`config.mk`:
```
export PLATFORM = sky130hd
export DESIGN_NAME = morse_tim_ctrl
export DESIGN_NICKNAME = d
export VERILOG_FILES = /design/src/rtl/morse_tim_ctrl.sv
export SDC_FILE = /design/constraint.sdc
export NUM_CORES = 1
export LEC_CHECK = 0
export ABC_AREA = 1
export CORE_MARGIN = 4
export CORE_UTILIZATION = 50
export CTS_CLUSTER_SIZE = 25
export DETAILED_ROUTE_END_ITERATION = 16
export PLACE_DENSITY = 0.69
export SLEW_MARGIN = 40
export SYNTH_ARGS = -nofsm -noshare
export SYNTH_HDL_FRONTEND = slang
export SYNTH_SLANG_ARGS = --single-unit
```
`constraint.sdc`:
```
create_clock -name clk -period 1.85 [get_ports clk]
set_input_delay 0.2775 -clock clk [delete_from_list [all_inputs] [get_ports clk]]
set_output_delay 0.2775 -clock clk [all_outputs]
set_load 0.03 [all_outputs]
```
`src/rtl/morse_tim_ctrl.sv`:
```
// -----------------------------------------------------------------------------
// morse_tim_ctrl
// Keying timer for the Morse translator. Measures mark and space lengths of a
// debounced key level in Morse units and classifies them into symbols (dot,
// dash, character end, word end) that are handed to the decoder through a
// one-entry valid/ready buffer.
//
// Ports:
//   clk       in   system clock, rising edge
//   nrst      in   asynchronous active-low reset
//   key       in   debounced key level, synchronous to clk (1 = key down)
//   sym_ready in   decoder accepts the buffered symbol
//   sym_valid out  buffer holds a symbol
//   sym_code  out  00 dot, 01 dash, 10 char end, 11 word end
//   busy      out  FSM is not idle
//   ovf       out  sticky: a symbol was dropped because the buffer was full
// -----------------------------------------------------------------------------
module morse_tim_ctrl #(
  parameter int unsigned UNIT   = 1000,
  parameter int unsigned PW     = 16,
  parameter int unsigned UW     = 4,
  parameter int unsigned DASH_U = 2,
  parameter int unsigned CHAR_U = 2,
  parameter int unsigned WORD_U = 5
) (
  input  logic       clk,
  input  logic       nrst,
  input  logic       key,
  input  logic       sym_ready,
  output logic       sym_valid,
  output logic [1:0] sym_code,
  output logic       busy,
  output logic       ovf
);

  typedef enum logic [1:0] {
    IDLE  = 2'd0,
    MARK  = 2'd1,
    SPACE = 2'd2
  } state_t;

  localparam logic [1:0] CODE_DOT  = 2'b00;
  localparam logic [1:0] CODE_DASH = 2'b01;
  localparam logic [1:0] CODE_CHAR = 2'b10;
  localparam logic [1:0] CODE_WORD = 2'b11;

  localparam logic [PW-1:0] PRE_LAST = PW'(UNIT - 1);
  localparam logic [UW-1:0] U_MAX    = {UW{1'b1}};
  localparam logic [UW-1:0] DASH_T   = UW'(DASH_U);
  localparam logic [UW-1:0] CHAR_T   = UW'(CHAR_U);
  localparam logic [UW-1:0] WORD_T   = UW'(WORD_U);

  // The edge cycle itself is the first cycle of the new level, so the counters
  // restart at a count of one cycle (already a full unit when UNIT is 1).
  localparam logic [PW-1:0] START_PRE = (UNIT == 1) ? {PW{1'b0}} : PW'(1);
  localparam logic [UW-1:0] START_U   = (UNIT == 1) ? UW'(1) : {UW{1'b0}};

  logic          key_q_r;
  state_t        state_r;
  state_t        state_nxt_s;
  logic [PW-1:0] pre_r;
  logic [UW-1:0] u_r;
  logic [PW-1:0] pre_inc_s;
  logic [UW-1:0] u_inc_s;
  logic          rise_s;
  logic          fall_s;
  logic          push_s;
  logic [1:0]    push_code_s;
  logic          sym_valid_r;
  logic [1:0]    sym_code_r;
  logic          busy_r;
  logic          ovf_r;

  assign rise_s = key & ~key_q_r;
  assign fall_s = ~key & key_q_r;

  assign sym_valid = sym_valid_r;
  assign sym_code  = sym_code_r;
  assign busy      = busy_r;
  assign ovf       = ovf_r;

  // Count including the current cycle: restart on an edge, otherwise advance
  // the prescaler and bump the saturating unit counter on each wrap.
  always_comb begin
    pre_inc_s = pre_r;
    u_inc_s   = u_r;
    if (rise_s || fall_s) begin
      pre_inc_s = START_PRE;
      u_inc_s   = START_U;
    end else if (pre_r == PRE_LAST) begin
      pre_inc_s = {PW{1'b0}};
      if (u_r != U_MAX) begin
        u_inc_s = u_r + UW'(1);
      end else begin
        u_inc_s = u_r;
      end
    end else begin
      pre_inc_s = pre_r + PW'(1);
    end
  end

  // Next-state and symbol push decode.
  always_comb begin
    state_nxt_s = state_r;
    push_s      = 1'b0;
    push_code_s = CODE_DOT;
    case (state_r)
      IDLE: begin
        if (rise_s) begin
          state_nxt_s = MARK;
        end else begin
          state_nxt_s = IDLE;
        end
      end
      MARK: begin
        // On the fall cycle the registered count still holds the full mark.
        if (fall_s) begin
          push_s      = 1'b1;
          push_code_s = (u_r >= DASH_T) ? CODE_DASH : CODE_DOT;
          state_nxt_s = SPACE;
        end else begin
          state_nxt_s = MARK;
        end
      end
      SPACE: begin
        // A count that lands exactly on a unit boundary happens once per
        // threshold, so char end cannot repeat within one space.
        if (rise_s) begin
          state_nxt_s = MARK;
        end else if ((u_inc_s == WORD_T) && (pre_inc_s == {PW{1'b0}})) begin
          push_s      = 1'b1;
          push_code_s = CODE_WORD;
          state_nxt_s = IDLE;
        end else if ((u_inc_s == CHAR_T) && (pre_inc_s == {PW{1'b0}})) begin
          push_s      = 1'b1;
          push_code_s = CODE_CHAR;
          state_nxt_s = SPACE;
        end else begin
          state_nxt_s = SPACE;
        end
      end
      default: begin
        state_nxt_s = IDLE;
      end
    endcase
  end

  // Key history, FSM state, counters and busy flag.
  always_ff @(posedge clk or negedge nrst) begin
    if (!nrst) begin
      key_q_r <= 1'b0;
      state_r <= IDLE;
      pre_r   <= {PW{1'b0}};
      u_r     <= {UW{1'b0}};
      busy_r  <= 1'b0;
    end else begin
      key_q_r <= key;
      state_r <= state_nxt_s;
      busy_r  <= (state_nxt_s != IDLE);
      if (state_nxt_s == IDLE) begin
        pre_r <= {PW{1'b0}};
        u_r   <= {UW{1'b0}};
      end else begin
        pre_r <= pre_inc_s;
        u_r   <= u_inc_s;
      end
    end
  end

  // One-entry symbol buffer; a push into a full buffer that is not being
  // popped in the same cycle is dropped and latches the overflow flag.
  always_ff @(posedge clk or negedge nrst) begin
    if (!nrst) begin
      sym_valid_r <= 1'b0;
      sym_code_r  <= CODE_DOT;
      ovf_r       <= 1'b0;
    end else begin
      if (push_s) begin
        if (!sym_valid_r || sym_ready) begin
          sym_valid_r <= 1'b1;
          sym_code_r  <= push_code_s;
        end else begin
          ovf_r <= 1'b1;
        end
      end else if (sym_valid_r && sym_ready) begin
        sym_valid_r <= 1'b0;
      end else begin
        sym_valid_r <= sym_valid_r;
      end
    end
  end

endmodule

```
== Yosys cells after proc, flatten, opt, wreduce, memory -nomap -nowiden ==
Index checks and enable logic that the tools add are counted.
Cells by class
  add/subtract/negate cells: 2
  multipliers: 0
  divide/modulo/power cells: 0
  order comparisons: 1
  equality and inequality tests: 7
  shifts and indexed selects: 0
  mux-type cells: 26
  bitwise logic cells: 5
  reduce and logical (&&, ||, !) cells: 14
Operator list (number)
  16-bit two-way mux: 3
  16-bit by 1-bit adder with 16-bit output (second input constant): 1
  16-bit by 10-bit == test with 1-bit output (second input constant): 1
  16-bit zero test: 1
  4-bit two-way mux: 4
  2-bit two-way mux: 6
  1-bit two-way mux: 10
  2-bit case mux with 3 select lines: 1
  2-bit AND reduction: 3
  4-bit by 1-bit adder with 4-bit output (second input constant): 1
  4-bit by 2-bit == test with 1-bit output (second input constant): 1
  4-bit by 3-bit == test with 1-bit output (second input constant): 1
  4-bit by 2-bit greater-or-equal comparator with 1-bit output (second input constant): 1
  2-bit zero test: 2
  4-bit != test (second input constant): 1
  2-bit case mux with 2 select lines: 1
  2-bit nonzero test: 2
  1-bit logical AND: 3
  1-bit inverter: 3
  1-bit bitwise AND: 2
  2-bit by 1-bit == test with 1-bit output (second input constant): 1
  2-bit == test (second input constant): 1
  1-bit logical OR: 2
  2-bit by 1-bit != test with 1-bit output (second input constant): 1
  2 further kinds: 2
Storage, ports and cells
  register bits after elaboration: 28
  bits in latches: 0
  bits in writable memories: 0
  ROM bits: 0
  bits of input ports: 4
  output and inout bits: 5
  logic and storage cells: 63
  memories: 0

== Depth between registers and ports, before layout ==
  depth after elaboration: 12
  mapped depth: 18
  mapped depth without buffers: 18

== Worst setup path after synthesis ==
No wires, ideal clock.
  path kind: register to register
  start point: reg key_q_r
  end point: reg pre_r[0]
  setup time: 0.142 ns
  arrival: 1.860 ns
  data required time: 1.708 ns
  setup slack: -0.152 ns
  stages on the path, launching flop included: 15
  buffers on the path: 1
  clock period less this slack: 2.002 ns
  cells stage by stage: dfrtp_1 -> ha_1 -> inv_1 -> nor2_1 -> o21ai_0 -> nand2_1 -> nor2_1 -> nand2_1 -> nor2_1 -> nand3_2 -> nand2_1 -> nand2_1 -> nand2_2 -> buf_6 -> a21oi_2
Between the ends
  longest elaborated chain between the ends: 11
  elaborated cells on any way between the ends: 16
  classes of those cells: 1 x eq/ne; 8 x mux; 3 x bitwise; 4 x reduce/logical
Ends and longest elaborated chain
  from (decl): line 58  | logic key_q_r;
  from (signal assigned): line 157  | key_q_r <= key;
  1-bit inverter: line 74  | assign rise_s = key & ~key_q_r;
  1-bit bitwise AND: line 74
  1-bit logical OR: line 87  | if (rise_s || fall_s) begin
  16-bit two-way mux / 4-bit two-way mux (equally long branches): line 87
  16-bit zero test / 4-bit by 3-bit == test with 1-bit output (equally long branches): line 130  | end else if ((u_inc_s == WORD_T) && (pre_inc_s == {PW{1'b0}})) begin
  1-bit logical AND: line 130
  2-bit two-way mux: line 130
  2-bit two-way mux: line 128  | if (rise_s) begin
  2-bit case mux with 3 select lines: line 107  | case (state_r)
  2-bit zero test: line 160  | if (state_nxt_s == IDLE) begin
  16-bit two-way mux *: line 160
  to (signal assigned): line 153  | pre_r <= {PW{1'b0}};
  to (signal assigned): line 161  | pre_r <= {PW{1'b0}};
  to (signal assigned): line 164  | pre_r <= pre_inc_s;
  to (decl): line 61  | logic [PW-1:0] pre_r;
Mark *: on every way between the ends. The rest lies on a longest branch, timed or not.
A chain may end at the register's enable or synchronous reset.

== Worst setup path after layout ==
  start point: reg pre_r[1]
  end point: reg pre_r[0]
Between the ends
  longest elaborated chain between the ends: 10
  elaborated cells on any way between the ends: 14
  classes of those cells: 1 x add/sub; 2 x eq/ne; 8 x mux; 3 x reduce/logical
Ends and longest elaborated chain
  16-bit by 1-bit adder with 16-bit output / 16-bit by 10-bit == test with 1-bit output (equally long branches): line 98, 90
  16-bit two-way mux / 4-bit two-way mux (equally long branches): line 90  | end else if (pre_r == PRE_LAST) begin
  16-bit two-way mux / 4-bit two-way mux (equally long branches): line 87
  16-bit zero test / 4-bit by 3-bit == test with 1-bit output (equally long branches): line 130
  1-bit logical AND: line 130
  2-bit two-way mux: line 130
  2-bit two-way mux: line 128
  2-bit case mux with 3 select lines: line 107
  2-bit zero test: line 160
  16-bit two-way mux *: line 160
Marked as above.

==> impl_metrics.yaml <==
yosys:
  netlist-cell-type-count: 26
  synth_area_sq_um: 2110
  synth-seq-cells: 28
  synth_warnings: 0
  postSynthAreaPerCell_sq_um: 6.85
  ys_seq_area_share_pct: 33.2
  syn_inst: 308
  syn_nets: 321
cells_and_area:
  fillers: 249
  multi_input_area_sq_um: 1420
  register_area_sq_um: 703
  utilization_pct: 79.7
  fin_nets: 416
  final_cell_mix: "buf_4 (78), nand2_1 (76), inv_1 (39), dfrtp_1 (26), nor2_1 (23)"
  drive_above_1_share_pct: 45.3
  antennaDiodeCount: 0
  final_common_cell: "buf_4"
  syn_to_final_growth_pct: 52.2
clocking:
  cts_hold_buf: 0
  cts.clk_slew.worst_paths_ps: 90
  clk-insertion-delay-late_ps: 280
  tritoncts: "done"
  ctsLongestPathBuffers: 2
  htree_levels: 1
  numCtsBuffers: 3
  cts.sinks: 28
  ctsRootBufferMaster: "clkbuf_8"
route:
  vias: 2444
  antenna_left: 0
  drcViolationCount: 0
  drt-vias-per-instance: 5.41
  drtIter0Drc: 155
  routed_wl_um: 7150
  dr.pass1.iters: 4
  avgRoutedWirePerCell_um: 15.8
worst_hold_path:
  worstHoldPathType: "input pin to async pin"
sta:
  finalHoldViolCount: 0
  rsz0062_at_grt: "true"
  slew_headroom_pct: 75.3
  fin_skew_ps: 2.84
  drv_slew: 0
  max_freq_ghz: 0.445
  setup_tns_ps: -9520
  hold-worst-slack_ps: 365
  setup_violations: 26
  tightest_slew_ps: 371
  finalCritPeriodShare_pct: 121
  fin_ws_ps: -397
  period_needed_ps: 2250
floorplanning:
  die_h_um: 73.0
  core_area_sq_um: 4030
  ios: 9
  die_area_sq_um: 5330
  die-width_um: 73.0
  start_util_pct: 52.4
  row_count: 23
critical_path:
  crit_buf_inv: 1
  required_ps: 2030
  startpoint_type: "flip-flop"
  r2r-start: "pre_r[1]"
  crit_arrival_ps: 2420
  endpoint_kind: "flip-flop"
  ff2ff_path_depth: 15
  r2r_slack_ps: -400
  worstReg2RegEnd: "pre_r[0]"
  path_common_cell: "nand2_2"
  path_class: "flip-flop to flip-flop"
  critPathTopFamily: "simple AND/OR/NAND/NOR gates"
  cpPeakStageDelay_ps: 430
  crit_fanout: 11
  crit_slowest_cell: "dfrtp_1"
  crit_chain: "ha_4 -> nand3_2 -> nor2_4 -> nand2_2 -> nand2_1 -> nand3_1 -> nor2_1 -> nand2_1 -> nor2_4 -> nand3_2 -> nand2_2 -> nand2_2 -> nand2_4 -> buf_12 -> a21oi_2"
global_route:
  grt_pass1_wl_um: 10700
  grt_use_total_pct: 25.5
  grt_antenna_before_repair: 0
  grt_pass1_vias: 2329
  grt_max_degree: 29
  overflow: 0
power_and_ir_drop:
  p_leak_nw: 1.63
  power_mw: 2.12
  powerDensity_nw_per_um2: 660
  peakVddDrop_uv: 1080
placed_design:
  io_buffers: 8
  pre_cts_slack_ps: -541
  gp_congestion: 0.891
  dpl.hpwl_um: 4270
flow_run:
  maxCapViolCount: 0
status:
  failed_checks: "setup timing"
  outcome: "finished, violations left"
[cell families (layout without fill, tap and decap cells)]
| logic type | Yosys count | in the layout | synth area share [%] |
|---|---|---|---|
| buffers and inverters | 53 | 146 | 10.5 |
| XOR/XNOR | 1 | 1 | 0.415 |
| AND/OR/NAND/NOR | 177 | 178 | 36.6 |
| AO/OA/AOI/OAI | 40 | 40 | 13.9 |
| flip-flops | 28 | 28 | 33.2 |
| adder cells (fa/ha/maj) | 9 | 9 | 5.34 |
[timing repair]
| item | 4_1_cts | 5_1_grt |
|---|---|---|
| cloned | 2 | 0 |
| setup endpoints to repair | 26 | 26 |
| pin swaps | 21 | 23 |
| setup buffers | 8 | 7 |
| gates resized for setup | 29 | 32 |
[area by class of cell]
type,instances,area share [%]
inverters,47,5.57
repair buffers,95,24.7
multi-input cells,228,44.2
flip-flops and latches,28,21.9
clock buffers,4,1.71
well taps,50,1.95
[report_power, final]
part / internal [mW] / switching (mW) / total, mW / leakage, nW
sequential: 0.668 / 0.0480 / 0.716 / 0.380
combinational: 0.436 / 0.580 / 1.02 / 1.22
clock: 0.191 / 0.196 / 0.387 / 0.0288
[cells in the mapped netlist]
cell type  count  area share (%)
nand2_1       90              16
inv_1         42             7.5
nor2_1        39             6.9
dfrtp_1       28              33
nand3_1       21             5.0
a21oi_2       18             7.5
ha_1           9             5.3
nand2_2        9             2.7
nand4_1        7             2.1
nor2_2         6             1.8
o21ai_0        6             1.4
o21bai_1       6             2.1
a21oi_1        5             1.2
inv_2          4            0.71
buf_6          3             1.6
nand3_2        3             1.4
clkbuf_1       2            0.36
o211ai_1       2            0.71
a21o_1         1            0.36
buf_1          1            0.18
clkinv_1       1            0.18
nor2_4         1            0.53
nor3_1         1            0.24
o21ai_1        1            0.24
o21ai_2        1            0.42
xor2_1         1            0.42
[routing by layer]
layer | track usage [%] | part of all wire, % | vias up
met2 | 43.5 | 51 | 100
met5 | 0 | 0 | -
met4 | 9.43 | 4.2 | 0
met3 | 2.62 | 5.2 | 28
met1 | 33.3 | 40 | 1164
li1 | - | - | 1152
[through the flow]
stage | area, sq um | instances
floorplan | 2160 | 308
global placement | 2850 | 434
detailed placement | 2850 | 434
CTS | 3100 | 448
global route | 3210 | 452
finish | 3210 | 452
[state kept, by name, summed over array words and instances (netlist names)]
name	count
sym_code	2
u_r	4
sym_valid	1
ovf	1
state_r	2
pre_r	16
busy	1
key_q_r	1
[how the worst max path moves through the flow]
| stage | start | to | slack (ps) | cells after the start |
|---|---|---|---|---|
| after global placement | key | u_r[3] | -490 | 15 |
| after global routing | pre_r[6] | u_r[3] | -520 | 15 |
| after floorplan | pre_r[1] | pre_r[0] | -80 | 16 |
| final | pre_r[1] | pre_r[0] | -400 | 15 |
| after CTS | pre_r[1] | pre_r[11] | -280 | 16 |
| after detailed placement | key | pre_r[15] | -540 | 16 |
Power figures use the tool's default switching activity.
